<file path="src/rtl/counting.sv">
// MM:SS stopwatch counter with an enable-qualified prescaler on the timer clock.
// Optional feature macro: COUNTING_ROLLOVER_EN (defined: wrap MAX_MIN:59 -> 00:00;
// undefined: saturate at MAX_MIN:59 until reset).
module counting #(
    parameter int unsigned TICKS_PER_SEC = 1,
    parameter int unsigned MAX_MIN       = 59
) (
    input  logic       timer,
    input  logic       reset,
    input  logic       enable,
    output logic [5:0] minutes,
    output logic [5:0] seconds
);

    localparam int unsigned PRESC_W  = (TICKS_PER_SEC > 1) ? $clog2(TICKS_PER_SEC) : 1;
    localparam int unsigned TIME_W   = 6;
    localparam int unsigned LAST_SEC = 59;

    logic [PRESC_W-1:0] presc_q, presc_d;
    logic [TIME_W-1:0]  sec_q, sec_d;
    logic [TIME_W-1:0]  min_q, min_d;
    logic               tick_c;

    // Prescaler advance and one-second tick generation; progress holds while paused.
    always_comb begin
        tick_c  = 1'b0;
        presc_d = presc_q;
        if (enable) begin
            if (presc_q == PRESC_W'(TICKS_PER_SEC - 1)) begin
                presc_d = '0;
                tick_c  = 1'b1;
            end else begin
                presc_d = presc_q + 1'b1;
            end
        end
    end

    // Seconds/minutes update on tick, with end-of-range wrap or saturation.
    always_comb begin
        sec_d = sec_q;
        min_d = min_q;
        if (tick_c) begin
            if (sec_q != TIME_W'(LAST_SEC)) begin
                sec_d = sec_q + 1'b1;
            end else if (min_q != TIME_W'(MAX_MIN)) begin
                sec_d = '0;
                min_d = min_q + 1'b1;
            end else begin
`ifdef COUNTING_ROLLOVER_EN
                sec_d = '0;
                min_d = '0;
`else
                sec_d = sec_q;
                min_d = min_q;
`endif
            end
        end
    end

    // State registers with synchronous active-low reset that overrides enable.
    always_ff @(posedge timer) begin
        if (!reset) begin
            presc_q <= '0;
            sec_q   <= '0;
            min_q   <= '0;
        end else begin
            presc_q <= presc_d;
            sec_q   <= sec_d;
            min_q   <= min_d;
        end
    end

    assign minutes = min_q;
    assign seconds = sec_q;

endmodule

</file>
<file path="config.mk">
export PLATFORM = sky130hd
export DESIGN_NAME = counting
export DESIGN_NICKNAME = d
export VERILOG_FILES = /design/src/rtl/counting.sv
export SDC_FILE = /design/constraint.sdc
export NUM_CORES = 1
export LEC_CHECK = 0
export BUFFER_PORTS_ARGS = -buffer_cell sky130_fd_sc_hd__buf_2
export CORE_MARGIN = 3
export CORE_UTILIZATION = 35
export DETAILED_ROUTE_END_ITERATION = 6
export GPL_TIMING_DRIVEN = 0
export PLACE_DENSITY = 0.66
export SETUP_SLACK_MARGIN = 0.3
export SYNTH_ARGS = -nofsm -noshare
export SYNTH_HDL_FRONTEND = slang
export SYNTH_SLANG_ARGS = --single-unit
</file>
<file path="constraint.sdc">
create_clock -name timer -period 1.93 [get_ports timer]
set_clock_uncertainty 0.05 [all_clocks]
set_input_delay 0.2895 -clock timer [delete_from_list [all_inputs] [get_ports timer]]
set_output_delay 0.2895 -clock timer [all_outputs]
set_load 0.02 [all_outputs]
</file>
==> implementation parameters, run 1 <==
Parameter                              Value

STA
  Final worst path period share ... 80.2%
  Max-slew headroom ... 73.2%
  Final count of hold timing violations ... 0
  Final min period ... 1.55 ns
  Final slew viol count ... 0
  Unrepaired setup endpoints after global routing ... false
  Top achievable clock speed ... 0.646 GHz
  Sum of negative setup slack ... 0 ns
  Final setup violation count ... 0
  Transition time at the pin with the least slew margin ... 0.402 ns

Final layout
  Antenna fix cells ... 0
  Number of nets in the final layout ... 95
  Fraction of layout instances using a drive strength above 1 ... 28.1%
  Most common cell after layout, fill and taps aside ... sky130_fd_sc_hd__buf_2
  Top library cells by usage in the layout, fill and taps aside ... sky130_fd_sc_hd__buf_2, sky130_fd_sc_hd__dfxtp_1, sky130_fd_sc_hd__a21oi_1, sky130_fd_sc_hd__nand2_1
  Number of filler instances in the final layout ... 163
  Area growth, synth to finish ... 23.8%
  Utilization after layout ... 49.5%

Synthesis
  Cell type with the highest aggregate area in the netlist ... sky130_fd_sc_hd__dfxtp_1
  Mapped Nets ... 77
  Synth cell types ... 31
  Summed instance area of the synthesized netlist ... 652 µm²
  Average cell area after synthesis ... 9.05 µm²
  Sequential cell area fraction in the yosys report ... 36.9%
  Yosys reg bits ... 12
  Instance count of the mapped netlist ... 72
  Share of Yosys cell area claimed by the top area cell type ... 36.9%
  Number of warnings issued by yosys ... 0
  Largest cells by area after synthesis ... sky130_fd_sc_hd__dfxtp_1, sky130_fd_sc_hd__a21oi_1, sky130_fd_sc_hd__mux2i_1

Detailed routing
  Remaining antenna violation count after routing ... 0
  Via count ... 629
  Avg Vias per Cell ... 5.57
  Number of remaining DRC errors ... 0
  Router iterations before antenna repair ... 4
  Wire length per cell ... 13.1 µm
  Initial DRC Count ... 13
  Post-Route WL ... 1.48 mm

Floorplanning
  IO Count ... 15
  Die height ... 49.2 µm
  Die area ... 2420 µm²
  Number of placement rows ... 14
  Initial core utilization ... 40.0%
  Die X ... 49.2 µm
  Area of the core ... 1630 µm²

Clocking
  Count of clock tree sinks ... 12
  Root Driver ... sky130_fd_sc_hd__clkbuf_4
  Clock insertion delay at the later pin of the skew report ... 0.28 ns
  TritonCTS clock tree ... built
  Setup repair bufs after CTS ... 0
  Number of levels the H-tree was split into ... 1
  Number of clock buffers inserted by TritonCTS ... 3
  Clock-pin transition on the worst setup and hold timing paths ... 0.08 ns
  Hold buffer count at cts ... 0
  Maximum root-to-sink buffer count ... 2

Placement
  Total half-perimeter wirelength after legalization and detailed placement ... 1.02 mm
  Final weighted congestion in routability-driven placement ... 0.709
  Port Buffers ... 13

Worst setup path
  Sort of element at the end of the critical path ... flip-flop
  Worst Setup Start Kind ... flip-flop
  Type of the worst setup path ... flip-flop to flip-flop
  Crit path arrival time ... 1.67 ns
  Launch point of the worst path ... minutes[0]
  Critical path fanouts, max ... 6
  Required arrival time at the worst endpoint ... 2.06 ns
  Worst R2R Start ... minutes[0]

Global route
  Overflow left after global routing ... 0
  GRT Util Overall ... 12.9%
  Number of global-route vias before repair ... 564
  Antenna violations before repair ... 0
  Wire length of the first global-routing pass ... 2.42 mm
  Maximum number of pins on one net before global-route repair ... 11

Pwr
  Static power due to leakage ... 0.353 nW
  Peak supply drop ... 0.000388 V
  Power density of the placed cells ... 617 nW/µm²

Run
  Reported max-cap violation count ... 0

Run status
  Status ... finished clean

Hold path
  Worst hold path class ... input port to flip-flop
  Startpoint of the worst hold path ... reset
-- routing by layer --
metal  vias to the layer above  share of wire, %  GRT usage, %
li1                        312                 -             -
met5                         -                 0             0
met1                       299                44          14.4
met3                         3               6.7          6.12
met2                        15                48          21.4
met4                         0               1.4          4.27
-- kinds of logic (layout without fill, tap and decap cells) --
| family | Yosys count | in the layout | share of synthesized area [%] |
|---|---|---|---|
| compound gates | 19 | 19 | 20.5 |
| fa+ha+maj | 2 | 2 | 3.84 |
| buf+inv | 5 | 22 | 3.07 |
| flops | 12 | 12 | 36.9 |
| mux | 3 | 3 | 4.61 |
| simple gates | 31 | 31 | 31.1 |
-- per-stage QoR --
stage | instances | area, µm² | hold slack, ns | total power [W] | setup slack, ns
after floorplan | 72 | 654 | 0.395 | 0.000285 | 0.301
after global placement | 109 | 749 | 0.414 | 0.000295 | 0.187
after detailed placement | 109 | 749 | 0.427 | 0.000296 | 0.156
after CTS | 113 | 797 | 0.240 | 0.000506 | 0.314
after global routing | 113 | 807 | 0.267 | 0.000516 | 0.315
final | 113 | 807 | 0.248 | 0.000498 | 0.382
-- synth_stat cells --
master / count
sky130_fd_sc_hd__and4_1: 1
sky130_fd_sc_hd__and3_1: 1
sky130_fd_sc_hd__a311o_1: 2
sky130_fd_sc_hd__a211oi_1: 1
sky130_fd_sc_hd__nor4_1: 1
sky130_fd_sc_hd__or4_1: 3
sky130_fd_sc_hd__dfxtp_1: 12
sky130_fd_sc_hd__a21oi_1: 7
sky130_fd_sc_hd__o21ai_0: 2
sky130_fd_sc_hd__a41oi_1: 1
sky130_fd_sc_hd__nor3b_1: 2
sky130_fd_sc_hd__ha_1: 2
sky130_fd_sc_hd__o2111a_1: 1
sky130_fd_sc_hd__nand3b_1: 1
sky130_fd_sc_hd__a211oi_2: 1
sky130_fd_sc_hd__and4b_1: 1
sky130_fd_sc_hd__or3_1: 1
sky130_fd_sc_hd__nand3_1: 4
sky130_fd_sc_hd__clkbuf_1: 2
sky130_fd_sc_hd__nand4b_4: 1
sky130_fd_sc_hd__o31ai_1: 2
sky130_fd_sc_hd__o22ai_1: 1
sky130_fd_sc_hd__nand2_1: 8
sky130_fd_sc_hd__nand2b_1: 3
sky130_fd_sc_hd__nand4_1: 2
sky130_fd_sc_hd__o21a_1: 1
sky130_fd_sc_hd__inv_1: 2
sky130_fd_sc_hd__nand4b_1: 1
sky130_fd_sc_hd__nor2b_1: 1
sky130_fd_sc_hd__buf_2: 1
sky130_fd_sc_hd__mux2i_1: 3
-- state kept, by name, indices dropped and copies added, names as in the netlist --
signal   flops
minutes      6
seconds      6
-- worst max-delay path: stages (launching register included) --
cell and delay [ns]:
sky130_fd_sc_hd__dfxtp_1 0.36, sky130_fd_sc_hd__ha_1 0.24, sky130_fd_sc_hd__nor2b_1 0.17, sky130_fd_sc_hd__and4_1 0.26, sky130_fd_sc_hd__a311o_1 0.35
-- power by group --
group          switching (W)  internal, W
Sequential        0.00000471     0.000251
Combinational      0.0000219    0.0000133
Clock              0.0000918     0.000115
-- path summary, 6_finish.rpt --
check	cells past startpoint	slack, ns	endpoint
worst max-delay path	4	0.38	seconds[1]
worst min-delay path	3	0.25	minutes[0]
worst max register to register	4	0.38	seconds[1]
worst min register to register	2	0.43	minutes[5]
-- final cells by class --
class                      count  area [µm²]  area share, %
buffer                         3        16.3           2.02
clock buffer                   4        36.3           4.50
inverter                       2        7.51          0.930
multi-input combinational     55         407           50.4
sequential                    12         245           30.4
tap                           24        30.0           3.72
timing repair buffer          13        65.1           8.06
-- repair_timing --
action / 4_1_cts / 5_1_grt
pin swaps: 0 / 0
setup endpoints to repair: 8 / 6
gates resized for setup: 3 / 5
cloned: 0 / 0
Power figures use the tool's default switching activity.
==> inputs of run 2 (changes only) <==
clock period = 1.6 ns   (was 1.93 ns; I/O delays follow)
==> implementation parameters, run 2 (same netlist as run 1, synthesis figures left out) <==
Parameter                              Value

Run status
  Status ... finished clean

Pwr
  Int Pwr ... 0.000421 W
  Sw frac ... 24.7%
  NetSw ... 0.000138 W
  Peak supply drop ... 0.000438 V
  Fraction of power consumed by sequential logic ... 54.7%
  Static power due to leakage ... 0.425 nW
  Power density of the placed cells ... 581 nW/µm²
  Clock network power share ... 35.1%
  Combinational fraction of design power ... 10.2%

Global route
  Wire length of the first global-routing pass ... 2.90 mm
  Number of global-route vias before repair ... 621
  Maximum number of pins on one net before global-route repair ... 11
  GRT Util Overall ... 15.1%
  Overflow left after global routing ... 0
  Antenna violations before repair ... 0

Detailed routing
  Number of remaining DRC errors ... 0
  Remaining antenna violation count after routing ... 0
  Avg Vias per Cell ... 5.48
  Router iterations before antenna repair ... 5
  Via count ... 669
  Initial DRC Count ... 26
  Post-Route WL ... 1.71 mm
  Wire length per cell ... 14.0 µm

Placement
  Cell area after placement ... 806 µm²
  Total half-perimeter wirelength after legalization and detailed placement ... 1.06 mm
  Final weighted congestion in routability-driven placement ... 0.748
  Port Buffers ... 13

Floorplanning
  Die X ... 49.2 µm
  Area of the core ... 1630 µm²
  Die height ... 49.2 µm
  IO Count ... 15
  Die area ... 2420 µm²
  Number of placement rows ... 14
  Initial core utilization ... 40.0%

Worst setup path
  Sort of element at the end of the critical path ... flip-flop
  R2R depth ... 3
  Crit path arrival time ... 1.55 ns
  FF-to-FF setup slack ... 0.21 ns
  Required arrival time at the worst endpoint ... 1.76 ns
  Type of the worst setup path ... flip-flop to flip-flop
  Worst R2R Start ... seconds[2]
  Worst Setup Start Kind ... flip-flop
  Reg2Reg Capture Point ... minutes[4]
  Critical path fanouts, max ... 9

Final layout
  Number of nets in the final layout ... 104
  Multi-input combinational cell area ... 480 µm²
  Sequential cell area ... 260 µm²
  Utilization after layout ... 59.1%
  Top library cells by usage in the layout, fill and taps aside ... sky130_fd_sc_hd__buf_2, sky130_fd_sc_hd__buf_4, sky130_fd_sc_hd__nand2_1
  Antenna fix cells ... 0
  Cell area after layout ... 963 µm²
  Area growth, synth to finish ... 47.8%
  Number of filler instances in the final layout ... 156
  Fraction of layout instances using a drive strength above 1 ... 49.0%
  Most common cell after layout, fill and taps aside ... sky130_fd_sc_hd__buf_2

Clocking
  Clock insertion delay at the later pin of the skew report ... 0.27 ns
  Number of clock buffers inserted by TritonCTS ... 3
  Maximum root-to-sink buffer count ... 2
  Clock-pin transition on the worst setup and hold timing paths ... 0.07 ns
  Root Driver ... sky130_fd_sc_hd__clkbuf_4
  Count of clock tree sinks ... 12
  TritonCTS clock tree ... built
  Number of levels the H-tree was split into ... 1

STA
  Final setup violation count ... 0
  Final min period ... 1.39 ns
  Unrepaired setup endpoints after global routing ... true
  Final count of hold timing violations ... 0
  Transition time at the pin with the least slew margin ... 0.423 ns
  Sum of negative setup slack ... 0 ns
  Final worst path period share ... 86.9%
  Final slew viol count ... 0
  Top achievable clock speed ... 0.719 GHz
  Max-slew headroom ... 71.8%

Hold path
  Startpoint of the worst hold path ... reset
  Worst hold path class ... input port to flip-flop
  Terminating pin of the worst hold path ... minutes[0]
  Number of stages on the worst hold path ... 3

Run
  Reported max-cap violation count ... 0
==> run 2: stage by stage <==
stage | worst slack, ns | total power, W | hold slack [ns] | instances
6_report | 0.209 | 0.000559 | 0.205 | 122
2_1_floorplan | 0.236 | 0.000349 | 0.338 | 72
4_1_cts | 0.217 | 0.000564 | 0.201 | 120
3_3_place_gp | 0.176 | 0.000361 | 0.417 | 109
5_1_grt | 0.161 | 0.000588 | 0.229 | 122
3_5_place_dp | 0.139 | 0.000362 | 0.431 | 109
==> run 2: routing by layer <==
layer / wire length [µm] / track usage, %
met5: 0 / 0
met1: 796 / 18.9
met2: 810 / 24.8
met4: 8 / 2.84
met3: 95 / 5.50
==> run 2: worst max path at each step <==
stage | depth (start not counted) | end | startpoint
floorplan | 5 | minutes[0] | seconds[1]
global placement | 5 | seconds[3] | seconds[1]
detailed placement | 5 | minutes[1] | seconds[1]
CTS | 5 | minutes[1] | seconds[1]
global route | 5 | minutes[3] | seconds[1]
finish | 3 | minutes[4] | seconds[2]
==> run 2: cell type report <==
class | count | share of cell area, %
Inverter | 2 | 0.779
Clock buffer | 4 | 2.73
Buffer | 3 | 3.51
Sequential cell | 12 | 27.0
Timing Repair Buffer | 21 | 13.0
Multi-Input combinational cell | 56 | 49.9
Tap cell | 24 | 3.12
==> run 2: power groups by stage <==
stage | registers [W] | logic [W] | clock network, W
floorplan | 0.000322 | 0.0000267 | 0
global placement | 0.000317 | 0.0000439 | 0
detailed placement | 0.000317 | 0.0000448 | 0
CTS | 0.000306 | 0.0000555 | 0.000203
global route | 0.000306 | 0.0000617 | 0.000220
finish | 0.000306 | 0.0000569 | 0.000197
==> run 2: critical path: stages (launching register included) <==
cell	delay [ns]
sky130_fd_sc_hd__dfxtp_2	0.37
sky130_fd_sc_hd__nand4b_4	0.23
sky130_fd_sc_hd__or4_1	0.54
sky130_fd_sc_hd__a21oi_2	0.13
==> run 2: repair_timing <==
item,CTS,global route
hold buffers,0,0
pin swaps,1,1
gates cloned,1,0
endpoints found under the setup margin,10,12
gates resized for setup,7,5
buffers inserted,6,2
